==> config.mk <==
export PLATFORM = sky130hd
export DESIGN_NAME = mult_div_unit_flat
export DESIGN_NICKNAME = d
export VERILOG_FILES = /design/src/rtl/mult_div_unit_pkg.sv /design/src/rtl/mult_div_unit_if.sv /design/src/rtl/mult_div_unit_div_core.sv /design/src/rtl/mult_div_unit.sv /design/src/flat_wrapper.sv
export SDC_FILE = /design/constraint.sdc
export NUM_CORES = 2
export LEC_CHECK = 0
export ABC_CLOCK_PERIOD_IN_PS = 25800
export CAP_MARGIN = 20
export CORE_ASPECT_RATIO = 0.7
export CORE_UTILIZATION = 35
export DETAILED_ROUTE_END_ITERATION = 8
export HOLD_SLACK_MARGIN = 0.12
export PLACE_DENSITY_LB_ADDON = 0.25
export SLEW_MARGIN = 10
export SYNTH_ARGS = -nofsm -noshare
export SYNTH_HDL_FRONTEND = slang
export SYNTH_HIERARCHICAL = 1
export SYNTH_SLANG_ARGS = --single-unit
==> constraint.sdc <==
create_clock -name clk -period 25.8 [get_ports clk]
set_clock_uncertainty 0.05 [all_clocks]
set_input_delay 5.16 -clock clk [delete_from_list [all_inputs] [get_ports clk]]
set_output_delay 5.16 -clock clk [all_outputs]
set_load 0.05 [all_outputs]
==> src/rtl/mult_div_unit_pkg.sv <==
// Shared definitions for the multiply/divide co-unit: funct codes, divider FSM
// state encodings and iteration count.
package mult_div_unit_pkg;

  localparam int DIV_CYCLES = 32;
  localparam int CNT_W      = $clog2(DIV_CYCLES);
  localparam logic [CNT_W-1:0] CNT_LAST = CNT_W'(DIV_CYCLES - 1);

  typedef logic [5:0] funct_t;

  // SPECIAL funct codes
  localparam funct_t FUNCT_MULT    = 6'b011000;
  localparam funct_t FUNCT_MULTU   = 6'b011001;
  localparam funct_t FUNCT_DIV     = 6'b011010;
  localparam funct_t FUNCT_DIVU    = 6'b011011;
  // SPECIAL2 funct codes
  localparam funct_t FUNCT2_MADD   = 6'b000000;
  localparam funct_t FUNCT2_MADDU  = 6'b000001;
  localparam funct_t FUNCT2_MUL    = 6'b000010;
  localparam funct_t FUNCT2_MSUB   = 6'b000100;
  localparam funct_t FUNCT2_MSUBU  = 6'b000101;

  typedef enum logic [1:0] {
    DIV_IDLE = 2'b00,
    DIV_ON   = 2'b01,
    DIV_END  = 2'b10
  } div_state_e;

  function automatic logic [31:0] neg32(input logic [31:0] v);
    return ~v + 32'd1;
  endfunction

  function automatic logic [31:0] abs32(input logic [31:0] v);
    return v[31] ? neg32(v) : v;
  endfunction

endpackage

==> src/rtl/mult_div_unit_if.sv <==
// EX-stage <-> multiply/divide co-unit connection bundle.
interface mult_div_unit_if;
  import mult_div_unit_pkg::*;

  funct_t      funct;
  logic [31:0] operand_1;
  logic [31:0] operand_2;
  logic [31:0] hi_i;
  logic [31:0] lo_i;
  logic        flush;
  logic        stall_hold;
  logic        mult_div_done;
  logic [63:0] mult_div_result;

  modport master (
    output funct, operand_1, operand_2, hi_i, lo_i, flush, stall_hold,
    input  mult_div_done, mult_div_result
  );

  modport slave (
    input  funct, operand_1, operand_2, hi_i, lo_i, flush, stall_hold,
    output mult_div_done, mult_div_result
  );

endinterface

==> src/rtl/mult_div_unit_div_core.sv <==
// Iterative radix-2 restoring unsigned divider with start/abort/hold.
// Optional MULT_DIV_DIV_ZERO_FAST_EN: zero divisor skips straight to DIV_END.
module div_core
  import mult_div_unit_pkg::*;
(
  input  logic        clk,
  input  logic        rst_n,
  input  logic        start,
  input  logic        abort,
  input  logic        hold,
  input  logic [31:0] dividend,
  input  logic [31:0] divisor,
  output logic        idle,
  output logic        done,
  output logic [31:0] quotient,
  output logic [31:0] remainder
);

  div_state_e       state_r, state_nxt_s;
  logic [CNT_W-1:0] count_r;
  logic [31:0]      quot_r, rem_r, div_r;
  logic [32:0]      partial_s, diff_s;

  // Next-state selection and trial subtraction
  always_comb begin
    state_nxt_s = state_r;
    partial_s   = {rem_r, quot_r[31]};
    diff_s      = partial_s - {1'b0, div_r};
    if (abort) begin
      state_nxt_s = DIV_IDLE;
    end else begin
      case (state_r)
        DIV_IDLE: begin
          if (start) begin
`ifdef MULT_DIV_DIV_ZERO_FAST_EN
            if (divisor == 32'd0) begin
              state_nxt_s = DIV_END;
            end else begin
              state_nxt_s = DIV_ON;
            end
`else
            state_nxt_s = DIV_ON;
`endif
          end else begin
            state_nxt_s = DIV_IDLE;
          end
        end
        DIV_ON: begin
          if (count_r == CNT_LAST) begin
            state_nxt_s = DIV_END;
          end else begin
            state_nxt_s = DIV_ON;
          end
        end
        DIV_END: begin
          if (hold) begin
            state_nxt_s = DIV_END;
          end else begin
            state_nxt_s = DIV_IDLE;
          end
        end
        default: state_nxt_s = DIV_IDLE;
      endcase
    end
  end

  // State register and quotient/remainder datapath
  always_ff @(posedge clk or negedge rst_n) begin
    if (!rst_n) begin
      state_r <= DIV_IDLE;
      count_r <= {CNT_W{1'b0}};
      quot_r  <= 32'd0;
      rem_r   <= 32'd0;
      div_r   <= 32'd0;
    end else begin
      state_r <= state_nxt_s;
      case (state_r)
        DIV_IDLE: begin
          if (start && !abort) begin
            count_r <= {CNT_W{1'b0}};
            div_r   <= divisor;
`ifdef MULT_DIV_DIV_ZERO_FAST_EN
            if (divisor == 32'd0) begin
              quot_r <= 32'hFFFF_FFFF;
              rem_r  <= dividend;
            end else begin
              quot_r <= dividend;
              rem_r  <= 32'd0;
            end
`else
            quot_r <= dividend;
            rem_r  <= 32'd0;
`endif
          end
        end
        DIV_ON: begin
          if (!abort) begin
            // diff_s[32] set means the trial subtraction went negative: restore
            rem_r   <= diff_s[32] ? partial_s[31:0] : diff_s[31:0];
            quot_r  <= {quot_r[30:0], ~diff_s[32]};
            count_r <= count_r + {{(CNT_W-1){1'b0}}, 1'b1};
          end
        end
        default: begin
        end
      endcase
    end
  end

  assign idle      = (state_r == DIV_IDLE);
  assign done      = (state_r == DIV_END);
  assign quotient  = quot_r;
  assign remainder = rem_r;

endmodule

==> src/rtl/mult_div_unit.sv <==
// Multiply/divide co-unit: combinational multiply/accumulate plus a signed
// wrapper around div_core. Optional macro: MULT_DIV_DIV_ZERO_FAST_EN.
module mult_div_unit
  import mult_div_unit_pkg::*;
(
  input  logic              clk,
  input  logic              rst_n,
  mult_div_unit_if.slave    bus
);

  logic        mult_hit_s, mult_signed_s, acc_add_s, acc_sub_s;
  logic        div_hit_s, div_signed_s, start_s, zero_fast_s;
  logic [63:0] prod_a_s, prod_b_s, prod_s, mult_res_s;
  logic [31:0] dividend_s, divisor_s, quot_s, rem_s;
  logic        core_idle_s, core_done_s;
  logic        neg_q_r, neg_r_r;
  logic        done_s;
  logic [63:0] result_s;

  // Funct decode
  always_comb begin
    mult_hit_s    = 1'b0;
    mult_signed_s = 1'b0;
    acc_add_s     = 1'b0;
    acc_sub_s     = 1'b0;
    div_hit_s     = 1'b0;
    div_signed_s  = 1'b0;
    case (bus.funct)
      FUNCT_MULT, FUNCT2_MUL: begin mult_hit_s = 1'b1; mult_signed_s = 1'b1; end
      FUNCT_MULTU:   mult_hit_s = 1'b1;
      FUNCT2_MADD:   begin mult_hit_s = 1'b1; mult_signed_s = 1'b1; acc_add_s = 1'b1; end
      FUNCT2_MADDU:  begin mult_hit_s = 1'b1; acc_add_s = 1'b1; end
      FUNCT2_MSUB:   begin mult_hit_s = 1'b1; mult_signed_s = 1'b1; acc_sub_s = 1'b1; end
      FUNCT2_MSUBU:  begin mult_hit_s = 1'b1; acc_sub_s = 1'b1; end
      FUNCT_DIV:     begin div_hit_s = 1'b1; div_signed_s = 1'b1; end
      FUNCT_DIVU:    div_hit_s = 1'b1;
      default: begin
      end
    endcase
  end

  // Extending to 64 bits and keeping the low 64 product bits gives both
  // signed and unsigned products modulo 2^64.
  assign prod_a_s = {(mult_signed_s ? {32{bus.operand_1[31]}} : 32'd0), bus.operand_1};
  assign prod_b_s = {(mult_signed_s ? {32{bus.operand_2[31]}} : 32'd0), bus.operand_2};
  assign prod_s   = prod_a_s * prod_b_s;

  // Accumulate into {hi,lo} where requested
  always_comb begin
    if (acc_add_s) begin
      mult_res_s = {bus.hi_i, bus.lo_i} + prod_s;
    end else if (acc_sub_s) begin
      mult_res_s = {bus.hi_i, bus.lo_i} - prod_s;
    end else begin
      mult_res_s = prod_s;
    end
  end

`ifdef MULT_DIV_DIV_ZERO_FAST_EN
  assign zero_fast_s = (bus.operand_2 == 32'd0);
`else
  assign zero_fast_s = 1'b0;
`endif

  assign start_s    = core_idle_s && div_hit_s && !bus.flush;
  assign dividend_s = (div_signed_s && !zero_fast_s) ? abs32(bus.operand_1) : bus.operand_1;
  assign divisor_s  = div_signed_s ? abs32(bus.operand_2) : bus.operand_2;

  // Sign fix-up flags captured with the operands
  always_ff @(posedge clk or negedge rst_n) begin
    if (!rst_n) begin
      neg_q_r <= 1'b0;
      neg_r_r <= 1'b0;
    end else if (start_s) begin
      neg_q_r <= div_signed_s && !zero_fast_s && (bus.operand_1[31] ^ bus.operand_2[31]);
      neg_r_r <= div_signed_s && !zero_fast_s && bus.operand_1[31];
    end
  end

  div_core u_div_core (
    .clk       (clk),
    .rst_n     (rst_n),
    .start     (start_s),
    .abort     (bus.flush),
    .hold      (bus.stall_hold),
    .dividend  (dividend_s),
    .divisor   (divisor_s),
    .idle      (core_idle_s),
    .done      (core_done_s),
    .quotient  (quot_s),
    .remainder (rem_s)
  );

  // Output mux; reset and flush force a silent bus
  always_comb begin
    done_s   = 1'b0;
    result_s = 64'd0;
    if (!rst_n || bus.flush) begin
      done_s   = 1'b0;
      result_s = 64'd0;
    end else if (core_done_s) begin
      done_s   = 1'b1;
      result_s = {(neg_r_r ? neg32(rem_s) : rem_s), (neg_q_r ? neg32(quot_s) : quot_s)};
    end else if (core_idle_s && mult_hit_s) begin
      done_s   = 1'b1;
      result_s = mult_res_s;
    end else begin
      done_s   = 1'b0;
      result_s = 64'd0;
    end
  end

  assign bus.mult_div_done   = done_s;
  assign bus.mult_div_result = result_s;

endmodule

==> src/flat_wrapper.sv <==
// flat-port wrapper written by rule: the top's interface ports become plain ports
module mult_div_unit_flat import mult_div_unit_pkg::*;
  (clk, rst_n, bus_funct, bus_operand_1, bus_operand_2, bus_hi_i, bus_lo_i, bus_flush, bus_stall_hold, bus_mult_div_done, bus_mult_div_result);
  mult_div_unit_if bus_i ();
  input  logic clk;
  input  logic rst_n;
  input wire logic [$bits(bus_i.funct)-1:0] bus_funct;
  input wire logic [$bits(bus_i.operand_1)-1:0] bus_operand_1;
  input wire logic [$bits(bus_i.operand_2)-1:0] bus_operand_2;
  input wire logic [$bits(bus_i.hi_i)-1:0] bus_hi_i;
  input wire logic [$bits(bus_i.lo_i)-1:0] bus_lo_i;
  input wire logic [$bits(bus_i.flush)-1:0] bus_flush;
  input wire logic [$bits(bus_i.stall_hold)-1:0] bus_stall_hold;
  output wire logic [$bits(bus_i.mult_div_done)-1:0] bus_mult_div_done;
  output wire logic [$bits(bus_i.mult_div_result)-1:0] bus_mult_div_result;
  assign bus_i.funct = bus_funct;
  assign bus_i.operand_1 = bus_operand_1;
  assign bus_i.operand_2 = bus_operand_2;
  assign bus_i.hi_i = bus_hi_i;
  assign bus_i.lo_i = bus_lo_i;
  assign bus_i.flush = bus_flush;
  assign bus_i.stall_hold = bus_stall_hold;
  assign bus_mult_div_done = bus_i.mult_div_done;
  assign bus_mult_div_result = bus_i.mult_div_result;
  mult_div_unit u_core (.clk(clk), .rst_n(rst_n), .bus(bus_i));
endmodule
==> impl_metrics.csv <==
group,metric,value,unit
flow_run,max_cap_violations,0,
sta,min_period,25.00,ns
die,io_pins,203,
sta,whs,0.4623,ns
drt,drc,0,
final_layout,multiInputGateArea,53940,um^2
synth,ys.flop_type,"dfrtp_1",
sta,rsz0062_at_grt,"no",
die,die_width,516.1,um
cts,cts_tree,"built",
die,die_y,361.9,um
drt,viasPerCell,5.329,
final_layout,final_cell_mix,"inv_1, fa_1, nand2_1, ha_1, and2_1",
synth,synth_edf_count,0,
drt,drt_iter0_drc,5678,
sta,post-route-period-util,96.92,%
cts,cts.path.max_buffers,2,
cts,cts.root.buffer_cell,"clkbuf_16",
cts,path_clk_slew,0.08,ns
sta,finalSetupViolCount,0,
grt,antenna_found_initial,22,
final_layout,drive_above_1_share,3.498,%
synth,syn_avg_cell_area,8.454,um^2
status,status,"completed",
synth,synth.area.top_cells,"fa_1, inv_1, ha_1, nand2_1, dfrtp_1",
setup_path,path_class,"input port to output pin",
worst_hold_path,min_path_type,"flip-flop to flip-flop",
place,io_buffers,202,
setup_path,path_common_cell,"fa_1",
sta,drv_slew,0,
cts,numCtsBuffers,9,
setup_path,cpPeakStageDelay,0.88,ns
final_layout,regArea,2628,um^2
cts,h-tree-depth,3,
synth,async_flop_share,100.0,%
drt,vias,53830,
die,initial_core_util,35.41,%
die,coreArea,182900,um^2
cts,cts_resized,0,
synth,syn_area,64760,um^2
synth,synth_nets,9698,
cts,insertion_delay,0.37,ns
cts,cts_sinks,105,
sta,setup-tns-final,0,ns
final_layout,area_growth_syn_to_layout,7.878,%
synth,synth_top_cell_area_share,44.05,%
setup_path,critPathRequiredTime,20.59,ns
sta,tightest_slew,1.248,ns
synth,yosys.area.top_type,"fa_1",
die,die-area,186800,um^2
setup_path,end_kind,"output pin",
setup_path,critPathLaunchType,"input port",
sta,hold_viol_final,0,
drt,first_pass_iters,7,
final_layout,nFillCells,18880,
grt,grt_max_degree,95,
place,dp_hpwl,220400,um
drt,ant_nets,0,
cts,ctsHoldBuffers,0,
die,rows,131,
setup_path,path_max_fanout,25,
place,globalplace.congestion,1.011,
synth,syn_inst,7661,
drt,wire_per_inst,25.44,um
drt,drt-total-wl,257000,um
setup_path,crit_slowest_cell,"fa_1",
synth,yosysSeqAreaShare,4.057,%
grt,grt_pass1_wl,377300,um
grt,overflow,0,
grt,grt_pass1_vias,54630,
grt,grt_usage,27.47,%
synth,yosys_warnings,6,
setup_path,cp_data_arrival_time,19.79,ns
cts,post_cts.repair.setup_buffers,0,
sta,relSlewSlack,15.71,%
synth,synth-seq-cells,105,
final_layout,nNetsFinal,9665,
synth,yosysUniqueCellTypes,84,
sta,fmax,39.99,MHz
final_layout,final_common_cell,"inv_1",
layout make-up:
cell class | instances | share of cell area (%)
diodes | 9 | 0.03223
clock buffers | 9 | 0.3223
clock inverters | 6 | 0.1433
inverters | 1790 | 9.617
multi-input cells | 5370 | 77.21
flip-flops and latches | 105 | 3.761
well taps | 2460 | 4.405
repair buffers | 352 | 4.509
cells in the mapped netlist, drive strengths merged (58+ instances only):
cell type / number
nand3: 58
clkbuf: 347
a21o: 77
xnor2: 224
nand2: 1043
nor3: 70
a21oi: 322
inv: 1786
o21ai: 269
xor2: 109
dfrtp: 105
fa: 1425
and2: 330
nor2: 296
ha: 474
routing by layer:
| metal | up-vias | wire length [um] | GRT usage [%] |
|---|---|---|---|
| li1 | 23220 | - | - |
| met1 | 27770 | 124900 | 44.00 |
| met2 | 2676 | 96340 | 35.87 |
| met3 | 160 | 32540 | 8.508 |
| met4 | 8 | 3115 | 3.393 |
| met5 | - | 52 | 0 |
worst paths after layout:
kind                                                start  cells past startpoint  slack [ns]                               to
max reg2reg                u_core/u_div_core/quotient[31]                     15       21.54  u_core/u_div_core/remainder[20]
max in group asynchronous                           rst_n                      3       19.49     u_core/u_div_core/count_r[1]
min                            u_core/u_div_core/div_r[0]                      2        0.46       u_core/u_div_core/div_r[0]
min reg2reg                    u_core/u_div_core/div_r[0]                      2        0.46       u_core/u_div_core/div_r[0]
min in group asynchronous                           rst_n                      1        4.64   u_core/u_div_core/quotient[11]
max                                          bus_funct[3]                     42        0.80          bus_mult_div_result[55]
worst max-delay path, delay by kind of cell:
kind | cells | cell delay, ns
xor gates and xnor gates | 2 | 1.03
buffers and inverters | 10 | 1.81
adders and majority gates | 12 | 6.59
muxes | 1 | 0.14
AOI/OAI and AO/OA | 7 | 2.73
and+or+nand+nor | 10 | 2.30
registers in the layout, indices dropped and copies added (netlist names):
name	cells
u_core/u_div_core/div_r	32
u_core/u_div_core/state_r	2
u_core/u_div_core/quotient	32
u_core/u_div_core/remainder	32
u_core/neg_q_r	1
u_core/u_div_core/count_r	5
u_core/neg_r_r	1
through the flow:
stage	std cells	setup slack (ns)	area [um^2]	utilization, %
floorplan	7661	3.635	64760	-
global placement	10070	0.9765	69440	37.96
detailed placement	10080	1.045	69490	37.99
CTS	10090	1.050	69820	38.17
global route	10100	0.4674	69860	38.19
finish	10100	0.7956	69870	38.20
kinds of logic after synthesis:
| group | synth area share (%) |
|---|---|
| buffers and inverters | 12.72 |
| and+or+nand+nor | 14.19 |
| adders and majority gates | 53.24 |
| AOI/OAI and AO/OA | 10.47 |
| xor gates and xnor gates | 4.503 |
| DFF | 4.057 |
| muxes | 0.8249 |
Power is not shown: default switching activity piles up to over one toggle a cycle in this logic, so the estimate is an artifact.
